### src/rtl/temporizador_rr.sv
// rtl/temporizador_rr.sv - preemptive quantum timer injecting a 5-word context-switch trap sequence
module temporizador_rr #(
  parameter int unsigned QUANTUM_PADRAO = 80,
  parameter int unsigned NUM_CTX        = 4,
  parameter int unsigned MODO           = 0,
  parameter int unsigned END_SO         = 201,
  parameter int unsigned REG_PC         = 29,
  parameter int unsigned REG_BR         = 28,
  parameter int unsigned REG_CTX        = 30
) (
  input  logic        clk,
  input  logic        rst,
  input  logic [31:0] contexto,
  input  logic        habilita,
  input  logic        cfg_we,
  input  logic [15:0] cfg_quantum,
  output logic [31:0] saida_instrucao,
  output logic        flag_pausa,
  output logic [31:0] prox_contexto,
  output logic [15:0] trocas
);

  localparam logic [31:0] NOP       = {6'b101000, 26'd0};
  localparam logic [31:0] END_SO_W  = 32'(END_SO);
  localparam logic [31:0] REG_PC_W  = 32'(REG_PC);
  localparam logic [31:0] REG_BR_W  = 32'(REG_BR);
  localparam logic [31:0] REG_CTX_W = 32'(REG_CTX);
  localparam logic [31:0] ULT_CTX   = 32'(NUM_CTX - 1);
  localparam logic [15:0] Q_RESET   = 16'(QUANTUM_PADRAO);

  typedef enum logic {CONTANDO, INJETANDO} estado_t;

  estado_t     state_q;
  logic [15:0] contador_q;
  logic [15:0] quantum_q;
  logic [2:0]  indice_q;
  logic [31:0] ctx_prev_q;
  logic [31:0] prox_contexto_q;
  logic [15:0] trocas_q;
  logic        flag_pausa_q;
  logic [31:0] saida_q;

  logic [16:0] contador_inc_d;
  logic [31:0] prox_ctx_d;
  logic [2:0]  indice_d;
  logic [31:0] palavra_d;

  assign contador_inc_d = {1'b0, contador_q} + 17'd1;
  assign indice_d       = indice_q + 3'd1;

  // Context that will run after this preemption: OS, or the next user context in rotation
  always_comb begin
    prox_ctx_d = 32'd0;
    if (MODO != 0) begin
      if (contexto < ULT_CTX) prox_ctx_d = contexto + 32'd1;
      else                    prox_ctx_d = 32'd1;
    end
  end

  // Trap word presented on the cycle after indice_q advances
  always_comb begin
    palavra_d = NOP;
    case (indice_d)
      3'd1:    palavra_d = {6'b000110, REG_PC_W[4:0], 21'd0};
      3'd2:    palavra_d = {6'b000001, REG_BR_W[4:0], END_SO_W[20:0]};
      3'd3:    palavra_d = {6'b000001, REG_CTX_W[4:0], prox_contexto_q[20:0]};
      3'd4:    palavra_d = {6'b111111, REG_BR_W[4:0], REG_CTX_W[4:0], 16'd0};
      default: palavra_d = NOP;
    endcase
  end

  // Counting / injection FSM with registered outputs; quantum writes are accepted in any state
  always_ff @(posedge clk) begin
    if (rst) begin
      state_q         <= CONTANDO;
      contador_q      <= 16'd0;
      quantum_q       <= Q_RESET;
      indice_q        <= 3'd0;
      ctx_prev_q      <= 32'd0;
      prox_contexto_q <= 32'd0;
      trocas_q        <= 16'd0;
      flag_pausa_q    <= 1'b0;
      saida_q         <= NOP;
    end else begin
      ctx_prev_q <= contexto;
      if (cfg_we) quantum_q <= cfg_quantum;
      case (state_q)
        CONTANDO: begin
          flag_pausa_q <= 1'b0;
          saida_q      <= NOP;
          if (contexto == 32'd0 || contexto != ctx_prev_q) begin
            contador_q <= 16'd0;
          end else if (habilita && quantum_q != 16'd0) begin
            // Compare against the quantum held before any write on this same edge
            if (contador_inc_d >= {1'b0, quantum_q}) begin
              state_q         <= INJETANDO;
              indice_q        <= 3'd0;
              contador_q      <= 16'd0;
              prox_contexto_q <= prox_ctx_d;
              trocas_q        <= trocas_q + 16'd1;
              flag_pausa_q    <= 1'b1;
              saida_q         <= NOP;
            end else begin
              contador_q <= contador_inc_d[15:0];
            end
          end
        end
        INJETANDO: begin
          if (indice_q == 3'd4) begin
            state_q      <= CONTANDO;
            indice_q     <= 3'd0;
            flag_pausa_q <= 1'b0;
            saida_q      <= NOP;
          end else begin
            indice_q <= indice_d;
            saida_q  <= palavra_d;
          end
        end
        default: state_q <= CONTANDO;
      endcase
    end
  end

  assign saida_instrucao = saida_q;
  assign flag_pausa      = flag_pausa_q;
  assign prox_contexto   = prox_contexto_q;
  assign trocas          = trocas_q;

endmodule

### config.mk
export PLATFORM = sky130hd
export DESIGN_NAME = temporizador_rr
export DESIGN_NICKNAME = d
export VERILOG_FILES = /design/src/rtl/temporizador_rr.sv
export SDC_FILE = /design/constraint.sdc
export NUM_CORES = 1
export LEC_CHECK = 0
export CAP_MARGIN = 20
export CORE_MARGIN = 2
export CORE_UTILIZATION = 49
export DETAILED_ROUTE_END_ITERATION = 10
export PLACE_DENSITY = 0.81
export SETUP_SLACK_MARGIN = 0.2
export SYNTH_ARGS = -nofsm -noshare
export SYNTH_HDL_FRONTEND = slang
export SYNTH_SLANG_ARGS = --single-unit
### constraint.sdc
create_clock -name clk -period 4.22 [get_ports clk]
set_input_delay 0.844 -clock clk [delete_from_list [all_inputs] [get_ports clk]]
set_output_delay 0.844 -clock clk [all_outputs]
set_load 0.02 [all_outputs]
==> impl_metrics.csv, run 1 <==
group,metric,value,unit
sta,max_freq,0.269,GHz
job,max_cap_violations,0,
critical_path,critical_path_class,"flip-flop to flip-flop",
synth,yosys_warnings,0,
critical_path,crit_buf_inv,2,
synth,synth_area_leaders,"dfxtp_1 39%, buf_4 8.9%, xor2_1 7.8%",
floorplan,core-area,9680,um^2
drt,num_vias,3729,
drt,routed_via_density,4.93,
cts,hold_buffers,0,
critical_path,crit_family,"simple AND/OR/NAND/NOR gates",
drt,avgRoutedWirePerCell,12.9,um
hold_path,min_path_type,"flip-flop to flip-flop",
synth,netlist_instances,546,
critical_path,critPathLaunchType,"flip-flop",
floorplan,die_h,103,um
placed_design,io_buffers,87,
floorplan,start_util,49.8,%
floorplan,rows,36,
grt,grt_max_degree,64,
drt,drt-pass1-iter-count,4,
pwr,p_per_area,300,nW/um^2
final_layout,fin_area,5800,um^2
synth,synth_cell_types,39,
critical_path,r2r_start,"contador_q[0]$_SDFFE_PP0P_",
drt,ant_nets,0,
final_layout,postLayoutCoreUtil,59.9,%
floorplan,fp.dieArea,10700,um^2
grt,grtUsageTotal,19.0,%
placed_design,dp_hpwl,7430,um
cts,path_clk_slew,0.10,ns
critical_path,rr_endpoint,"contador_q[2]$_SDFFE_PP0P_",
placed_design,placed_area,5550,um^2
drt,drt_iter0_drc,138,
final_layout,layout.nets,694,
critical_path,crit_required,4.54,ns
drt,drc_errors,0,
cts,clockBufferDepth,2,
synth,avgSynthCellArea,8.84,um^2
pwr,p_leak,0.00248,uW
grt,grt_pass1_vias,3491,
floorplan,fp.dieW,103,um
critical_path,crit_chain,"ha_1 > nand3_1 > nor2_2 > nand4_1 > nor2_1 > xor2_1 > ha_1 > a21o_1 > a2111oi_1 > o211ai_1 > buf_4 > nand4bb_1 > buf_4 > nor3b_1 > a21o_1",
critical_path,slowest_stage,"a2111oi_1",
grt,overflow,0,
critical_path,reg2reg_depth,15,
final_layout,fillers,883,
sta,finalCriticalPeriod,3.72,ns
hold_path,hold_start,"flag_pausa$_SDFFE_PP0P_",
critical_path,critPathMaxStageDelay,0.44,ns
synth,netlist.area_leader.share,38.6,%
cts,cts_buffers,9,
sta,rsz0062_at_grt,"false",
hold_path,hold_path_end,"flag_pausa$_SDFFE_PP0P_",
status,status,"finished clean",
grt,grt_pass1_wl,15900,um
synth,netlist_area,4830,um^2
final_layout,layout-area-overhead-vs-synth,20.1,%
synth,ys_seq_area_share,38.6,%
final_layout,n_antenna_cell,0,
cts,cts_tree,"yes",
drt,drt-total-wl,9750,um
cts,htree_levels,3,
sta,final_max_slew_viol_count,0,
cts,cts_sinks,93,
sta,relSlewSlack,35.0,%
synth,yosys.area.top_type,"dfxtp_1",
cts,insertion_delay,0.37,ns
critical_path,worstPathArrival,4.04,ns
floorplan,ioPinCount,133,
cts,clockRootBuffer,"clkbuf_8",
grt,grt_antenna_before_repair,0,
sta,skew,0.0133,ns
placed_design,gp_congestion,0.955,
final_layout,drive_gt1_share,4.81,%
sta,worst_slew_pin_slew,0.971,ns
sta,hold_violations,0,
sta,finalCritPeriodShare,88.2,%
pwr,peakVddDrop,0.195,mV
hold_path,hold_depth,2,
critical_path,cp-end-kind,"flip-flop",
sta,setup_tns,0,ns
critical_path,crit_path_max_fanout,22,
sta,setup_violations,0,
critical_path,rrSetupSlack,0.50,ns
synth,ys_ff_latch,93,
==> routing by layer <==
layer / vias up / part of all wire, % / track usage [%]
met3: 12 / 4.7 / 4.50
met5: - / 0 / 0
met4: 0 / 1.5 / 6.68
met2: 109 / 48 / 32.2
li1: 1879 / - / -
met1: 1729 / 46 / 23.8
==> worst register-to-register path, stage by stage, from the launching register on <==
cell and delay [ns]:
dfxtp_1 0.42, ha_1 0.27, nand3_1 0.19, nor2_2 0.18, nand4_1 0.23, nor2_1 0.17
xor2_1 0.21, ha_1 0.28, a21o_1 0.19, a2111oi_1 0.44, o211ai_1 0.13, buf_4 0.19
nand4bb_1 0.19, buf_4 0.24, nor3b_1 0.23, a21o_1 0.11
==> cell type report <==
type,instances,area (um^2),share of cell area [%]
clock buffers,9,124,2.14
repair buffers,91,896,15.5
well taps,133,166,2.87
inverters,29,109,1.88
clock inverters,7,87.6,1.51
flip-flops and latches,93,1860,32.1
multi-input cells,395,2550,44.0
==> kinds of logic after synthesis <==
family	Yosys count	synth area share, %
other cells	1	0.0777
xor+xnor	52	9.44
compound gates	70	9.51
mux	14	2.90
simple gates	191	21.2
buf+inv	102	12.4
fa+ha+maj	23	5.96
flops	93	38.6
==> what timing repair did <==
item / in CTS / in global routing
gates resized for setup: 0 / 4
endpoints found under the hold margin: 0 / 0
endpoints found under the setup margin: 0 / 37
setup buffers: 0 / 2
==> sequential cells by signal, summed over array words and instances, names as in the netlist <==
signal,flops
ctx_prev_q,32
trocas,16
saida_instrucao,8
indice_q,3
state_q,1
contador_q,16
flag_pausa,1
quantum_q,16
==> through the flow <==
step	setup slack [ns]	instances	hold slack (ns)	power, uW
final	0.500	757	0.463	1740
after global routing	0.224	757	0.495	1810
after floorplan	0.814	590	0.439	1070
after global placement	0.579	739	0.438	1120
after CTS	0.289	755	0.468	1750
after detailed placement	0.323	739	0.450	1120
==> Yosys cell counts <==
| cell | instances |
|---|---|
| nand4bb_1 | 1 |
| or2_2 | 3 |
| mux2i_1 | 14 |
| or3b_1 | 1 |
| inv_1 | 29 |
| nor4_4 | 1 |
| buf_1 | 1 |
| nor3b_1 | 2 |
| and3_1 | 8 |
| o2111ai_2 | 2 |
| a2111oi_0 | 2 |
| xnor2_1 | 9 |
| buf_4 | 57 |
| and4b_1 | 1 |
| a311oi_1 | 1 |
| a21oi_1 | 19 |
| nand2b_1 | 11 |
| conb_1 | 1 |
| nand3_1 | 10 |
| clkbuf_1 | 15 |
| ha_1 | 23 |
| o21ai_0 | 17 |
| a21o_1 | 8 |
| o21a_1 | 5 |
| a31oi_1 | 1 |
| nand4_1 | 10 |
| o211ai_1 | 7 |
| nor2_1 | 33 |
| nand3b_1 | 1 |
| nor3_1 | 6 |
| nand2_1 | 40 |
| xor2_1 | 43 |
| o21bai_1 | 6 |
| nor4_1 | 21 |
| o21ai_2 | 1 |
| dfxtp_1 | 93 |
| a211oi_2 | 1 |
| or3_1 | 8 |
| nor2b_1 | 34 |
==> power by group <==
part / switching, uW / internal, uW
Clock: 346 / 289
Combinational: 104 / 82.4
Sequential: 14.4 / 903
Total: 465 / 1270
==> layout by cell type, fill, tap and decap left out, types with 2 or more instances in the layout <==
master            n
nor2_1           32
o2111ai_2         2
clkbuf_8          9
or3_1             8
xor2_1           43
dfxtp_1          93
o211ai_1          7
or2_2             3
and3_1            8
clkdlybuf4s50_1  86
nand2_1          40
inv_8             2
nand2b_1         11
o21a_1            5
nor3b_1           2
buf_4             4
o21bai_1          6
nor4_1           21
ha_1             23
mux2i_1          14
nor2b_1          34
a21o_1            8
inv_1            29
nand3_1          10
conb_1           45
inv_6             3
o21ai_0          17
a21oi_1          19
nand4_1          10
nor3_1            6
xnor2_1           9
==> worst max path at each step <==
stage | from | to | slack (ns) | cells past startpoint
after floorplan | contador_q[0]$_SDFFE_PP0P_ | contador_q[9]$_SDFFE_PP0P_ | 0.81 | 14
after global placement | contexto[15] | contador_q[4]$_SDFFE_PP0P_ | 0.58 | 8
after detailed placement | contador_q[0]$_SDFFE_PP0P_ | contador_q[2]$_SDFFE_PP0P_ | 0.32 | 14
after CTS | contador_q[0]$_SDFFE_PP0P_ | contador_q[2]$_SDFFE_PP0P_ | 0.29 | 14
after global routing | contador_q[0]$_SDFFE_PP0P_ | contador_q[2]$_SDFFE_PP0P_ | 0.22 | 15
final | contador_q[0]$_SDFFE_PP0P_ | contador_q[2]$_SDFFE_PP0P_ | 0.50 | 15
No activity file was read; power rests on OpenSTA's default activity.
==> run 2, diff against run 1 <==
--- a/config.mk
+++ b/config.mk
@@ -11,4 +11,5 @@
 export DETAILED_ROUTE_END_ITERATION = 10
+export GPL_ROUTABILITY_DRIVEN = 0
 export PLACE_DENSITY = 0.81
-export SETUP_SLACK_MARGIN = 0.2
+export SETUP_SLACK_MARGIN = 0.15
 export SYNTH_ARGS = -nofsm -noshare
--- a/constraint.sdc
+++ b/constraint.sdc
@@ -3,2 +3,2 @@
 set_output_delay 0.844 -clock clk [all_outputs]
-set_load 0.02 [all_outputs]
+set_load 0.05 [all_outputs]
==> impl_metrics.csv, run 2 (synthesis gave the netlist of run 1 again) <==
group,metric,value,unit
status,status,"finished clean",
floorplan,ioPinCount,133,
grt,grtUsageTotal,19.4,%
sta,relSlewSlack,34.6,%
critical_path,crit_required,4.53,ns
hold_path,hold_path_end,"flag_pausa$_SDFFE_PP0P_",
grt,grt_pass1_vias,3598,
sta,setup_tns,0,ns
grt,grt_pass1_wl,16400,um
floorplan,die_h,103,um
cts,clockRootBuffer,"clkbuf_8",
final_layout,fillers,838,
sta,setup_violations,0,
critical_path,r2r_start,"contador_q[0]$_SDFFE_PP0P_",
critical_path,rr_endpoint,"trocas[15]$_SDFFE_PP0P_",
drt,drt_iter0_drc,172,
sta,finalCritPeriodShare,88.2,%
final_layout,final_cell_mix,"93 x dfxtp_1, 86 x clkdlybuf4s50_1, 45 x conb_1, 43 x xor2_1, 40 x nand2_1",
grt,grt_max_degree,64,
placed_design,io_buffers,87,
cts,cts_buffers,9,
grt,grt_antenna_before_repair,0,
hold_path,min_path_type,"flip-flop to flip-flop",
drt,drt-total-wl,10000,um
sta,hold_violations,0,
floorplan,fp.dieW,103,um
final_layout,largest_register_ffs,32,
cts,cts_tree,"yes",
cts,path_clk_slew,0.11,ns
final_layout,top_register,"ctx_prev_q",
cts,htree_levels,3,
floorplan,fp.dieArea,10700,um^2
floorplan,start_util,49.8,%
sta,final_max_slew_viol_count,0,
hold_path,hold_start,"flag_pausa$_SDFFE_PP0P_",
job,max_cap_violations,0,
critical_path,critPathLaunchType,"flip-flop",
drt,num_vias,3790,
sta,worst_slew_pin_slew,0.978,ns
final_layout,layout.nets,694,
critical_path,cp-end-kind,"flip-flop",
final_layout,layout_commonest_cell,"dfxtp_1",
critical_path,crit_path_max_fanout,8,
drt,drc_errors,0,
hold_path,hold_depth,2,
floorplan,core-area,9680,um^2
critical_path,critical_path_class,"flip-flop to flip-flop",
cts,insertion_delay,0.38,ns
final_layout,fin_area,5780,um^2
placed_design,dp_hpwl,7590,um
pwr,peakVddDrop,0.153,mV
pwr,p_leak,0.00247,uW
pwr,p_per_area,304,nW/um^2
cts,clockBufferDepth,2,
sta,skew,0.0175,ns
grt,overflow,0,
placed_design,placed_area,5550,um^2
critical_path,worstPathArrival,4.03,ns
floorplan,rows,36,
drt,ant_nets,0,
drt,avgRoutedWirePerCell,13.2,um
critical_path,reg2reg_depth,15,
drt,routed_via_density,5.01,
final_layout,layout-area-overhead-vs-synth,19.7,%
placed_design,dp_cells,739,
drt,drt-pass1-iter-count,4,
final_layout,drive_gt1_share,4.97,%
sta,finalCriticalPeriod,3.72,ns
cts,cts_sinks,93,
sta,max_freq,0.269,GHz
final_layout,n_antenna_cell,0,
final_layout,fin_cells,757,
sta,rsz0062_at_grt,"false",
critical_path,rrSetupSlack,0.50,ns
run 2: cell types whose count changed in the layout (fill, tap and decap cells not counted), sizes merged:
cell    before  now
bufinv       1    0
clkbuf       9   10
run 2: cell type report:
cell class                 count  area, um^2  share of cell area, %
multi-input combinational    395        2550                   44.1
timing repair buffer          91         896                   15.5
tap                          133         166                   2.88
sequential                    93        1860                   32.2
inverter                      29         109                   1.88
clock buffer                  10         138                   2.38
clock inverter                 6        60.1                   1.04
run 2: worst max-delay path by stage:
stage / from / end / slack [ns] / cells after the start
after floorplan: contador_q[0]$_SDFFE_PP0P_ / contador_q[9]$_SDFFE_PP0P_ / 0.81 / 14
after global placement: contador_q[0]$_SDFFE_PP0P_ / contador_q[2]$_SDFFE_PP0P_ / 0.61 / 14
after detailed placement: contador_q[0]$_SDFFE_PP0P_ / indice_q[2]$_SDFFE_PP0P_ / 0.38 / 13
after CTS: contador_q[0]$_SDFFE_PP0P_ / contador_q[7]$_SDFFE_PP0P_ / 0.37 / 14
after global routing: contador_q[0]$_SDFFE_PP0P_ / contador_q[7]$_SDFFE_PP0P_ / 0.17 / 14
final: contador_q[0]$_SDFFE_PP0P_ / trocas[15]$_SDFFE_PP0P_ / 0.50 / 15
run 2: critical path, cell delays in order, from the launching register on:
cell	delay [ns]
dfxtp_1	0.43
ha_1	0.27
nand3_1	0.20
nor2_2	0.18
nand4_1	0.23
nor2_1	0.19
xor2_1	0.10
ha_1	0.30
nand4_1	0.11
or2_2	0.32
nand2b_1	0.16
o211ai_1	0.21
buf_4	0.21
o2111ai_2	0.19
or3_1	0.40
a21oi_1	0.14
run 2: routing by layer:
| layer | track usage, % | up-vias | share of wire [%] |
|---|---|---|---|
| met2 | 34.1 | 120 | 48 |
| li1 | - | 1881 | - |
| met1 | 23.7 | 1770 | 45 |
| met3 | 3.56 | 19 | 4.7 |
| met5 | 0 | - | 0 |
| met4 | 7.19 | 0 | 1.8 |
run 2: metrics by stage:
step / total power (uW) / hold WS [ns] / utilization (%) / setup slack, ns
3_3_place_gp: 1170 / 0.437 / 57.3 / 0.606
3_5_place_dp: 1170 / 0.437 / 57.3 / 0.383
2_1_floorplan: 1130 / 0.439 / - / 0.814
5_1_grt: 1820 / 0.501 / 59.7 / 0.175
6_report: 1750 / 0.451 / 59.7 / 0.499
4_1_cts: 1770 / 0.455 / 59.4 / 0.372
run 2: report_power, final:
part | total, uW | switching, uW | internal, uW
clock | 599 | 351 | 248
sequential | 918 | 14.8 | 903
combinational | 238 | 156 | 82.4
total | 1750 | 522 | 1230
run 2: what timing repair did:
action	CTS	global route
gates resized for setup	0	4
setup buffers	0	2
endpoints found under the setup margin	0	35
hold endpoints to repair	0	0
hold buffers	0	0
==> run 3, diff against run 2 <==
CORE_MARGIN = 8   (was 2)
CORE_UTILIZATION = 40   (was 49)
PLACE_DENSITY = 0.68   (was 0.81)
==> impl_metrics.csv, run 3 (synthesis gave the netlist of run 1 again) <==
group,metric,value,unit
sta,skew,0.00913,ns
sta,setup_violations,0,
placed_design,dp_hpwl,8350,um
critical_path,crit_path_start,"contador_q[0]$_SDFFE_PP0P_",
sta,max_freq,0.272,GHz
grt,overflow,0,
pwr,pwr-share-seq,46.1,%
critical_path,r2r_start,"contador_q[0]$_SDFFE_PP0P_",
cts,cts_buffers,9,
drt,num_vias,3756,
grt,grt_max_degree,64,
floorplan,rows,40,
critical_path,worstPathArrival,3.95,ns
drt,drt-pass1-iter-count,4,
cts,cts_sinks,93,
sta,relSlewSlack,33.5,%
final_layout,fillers,1146,
hold_path,hold_depth,2,
final_layout,n_antenna_cell,0,
sta,finalCritPeriodShare,87.0,%
critical_path,reg2reg_depth,13,
drt,routed_via_density,4.87,
floorplan,fp.dieW,126,um
cts,path_clk_slew,0.07,ns
final_layout,postLayoutCoreUtil,49.7,%
pwr,switching_power,536,uW
critical_path,rrSetupSlack,0.55,ns
pwr,p_per_area,336,nW/um^2
drt,avgRoutedWirePerCell,14.1,um
sta,setup_tns,0,ns
hold_path,hold_start,"flag_pausa$_SDFFE_PP0P_",
critical_path,crit_required,4.50,ns
critical_path,critPathLaunchType,"flip-flop",
drt,drt_iter0_drc,189,
cts,clockBufferDepth,2,
final_layout,layout.nets,695,
drt,drt-total-wl,10900,um
pwr,p_leak,0.00252,uW
status,status,"finished clean",
hold_path,hold_path_end,"flag_pausa$_SDFFE_PP0P_",
cts,clockRootBuffer,"clkbuf_16",
drt,ant_nets,0,
cts,htree_levels,3,
critical_path,cp-end-kind,"flip-flop",
sta,finalCriticalPeriod,3.67,ns
final_layout,layout-area-overhead-vs-synth,22.7,%
final_layout,drive_gt1_share,4.80,%
hold_path,min_path_type,"flip-flop to flip-flop",
cts,insertion_delay,0.35,ns
final_layout,largest_register_ffs,32,
job,max_cap_violations,0,
drt,drc_errors,0,
grt,grtUsageTotal,13.6,%
cts,cts_tree,"yes",
sta,worst_slew_pin_slew,0.995,ns
pwr,swShare,26.9,%
sta,final_max_slew_viol_count,0,
pwr,comb_power_share,12.0,%
final_layout,top_register,"ctx_prev_q",
floorplan,start_util,40.5,%
floorplan,core-area,11900,um^2
final_layout,final_cell_mix,"93 x dfxtp_1, 86 x clkdlybuf4s50_1, 45 x conb_1, 43 x xor2_1, 40 x nand2_1",
pwr,power_frac_clock,41.9,%
floorplan,fp.dieArea,15800,um^2
sta,rsz0062_at_grt,"false",
grt,grt_pass1_wl,17900,um
critical_path,critical_path_class,"flip-flop to flip-flop",
placed_design,io_buffers,87,
critical_path,crit_path_max_fanout,8,
pwr,peakVddDrop,0.165,mV
floorplan,die_h,126,um
grt,grt_pass1_vias,3729,
critical_path,rr_endpoint,"trocas[12]$_SDFFE_PP0P_",
sta,hold_violations,0,
floorplan,ioPinCount,133,
pwr,p_int,1450,uW
grt,grt_antenna_before_repair,0,
final_layout,layout_commonest_cell,"dfxtp_1",
run 3: metrics by stage:
step           hold slack (ns)  setup slack, ns  cell area [um^2]  total power, uW  instances
2_1_floorplan            0.439            0.814              4990             1130        590
3_3_place_gp             0.438            0.577              5570             1170        753
3_5_place_dp             0.448            0.335              5570             1170        753
4_1_cts                  0.460            0.318              5880             2010        769
5_1_grt                  0.493            0.154              5920             2070        772
6_report                 0.460            0.547              5920             1990        772
run 3: what timing repair did:
item	in CTS	in global routing
buffers inserted	0	3
endpoints found under the setup margin	0	31
hold buffers	0	0
resized for setup	0	3
run 3: worst max-delay path by stage:
stage	cells past startpoint	end
finish	13	trocas[12]$_SDFFE_PP0P_
global route	13	trocas[10]$_SDFFE_PP0P_
CTS	14	contador_q[2]$_SDFFE_PP0P_
detailed placement	14	contador_q[2]$_SDFFE_PP0P_
global placement	8	contador_q[4]$_SDFFE_PP0P_
floorplan	14	contador_q[9]$_SDFFE_PP0P_
run 3: final cells by class:
class                           count  area, um^2  area share (%)
Sequential cell                    93        1860            31.4
Multi-Input combinational cell    395        2560            43.2
Timing Repair Buffer               92         903            15.2
Inverter                           29         109            1.84
Clock buffer                        9         225            3.80
Clock inverter                      7        81.3            1.37
Tap cell                          147         184            3.10
run 3: power by group through the flow:
stage	clock network, uW	logic (uW)	registers (uW)
after global routing	897	255	920
after floorplan	0	193	934
after global placement	0	233	937
final	834	238	918
after detailed placement	0	235	938
after CTS	854	237	918
run 3: critical path, cell delays in order, from the launching register on:
cell and delay [ns]:
dfxtp_1 0.42, ha_1 0.26, nand3_1 0.18, nor2_1 0.21, nand4_1 0.24, nor2_1 0.19
xor2_1 0.11, ha_1 0.30, nand4_1 0.12, or2_2 0.33, a211oi_4 0.45, o2111ai_2 0.29
or3_1 0.38, a21oi_1 0.14
run 3: routing by layer:
metal | share of wire [%] | GRT usage, % | vias to the layer above | wire length [um]
li1 | - | - | 1887 | -
met3 | 6.4 | 3.67 | 18 | 694
met4 | 1.7 | 5.87 | 0 | 188
met2 | 47 | 22.6 | 98 | 5150
met1 | 45 | 16.2 | 1753 | 4860
met5 | 0 | 0 | - | 0
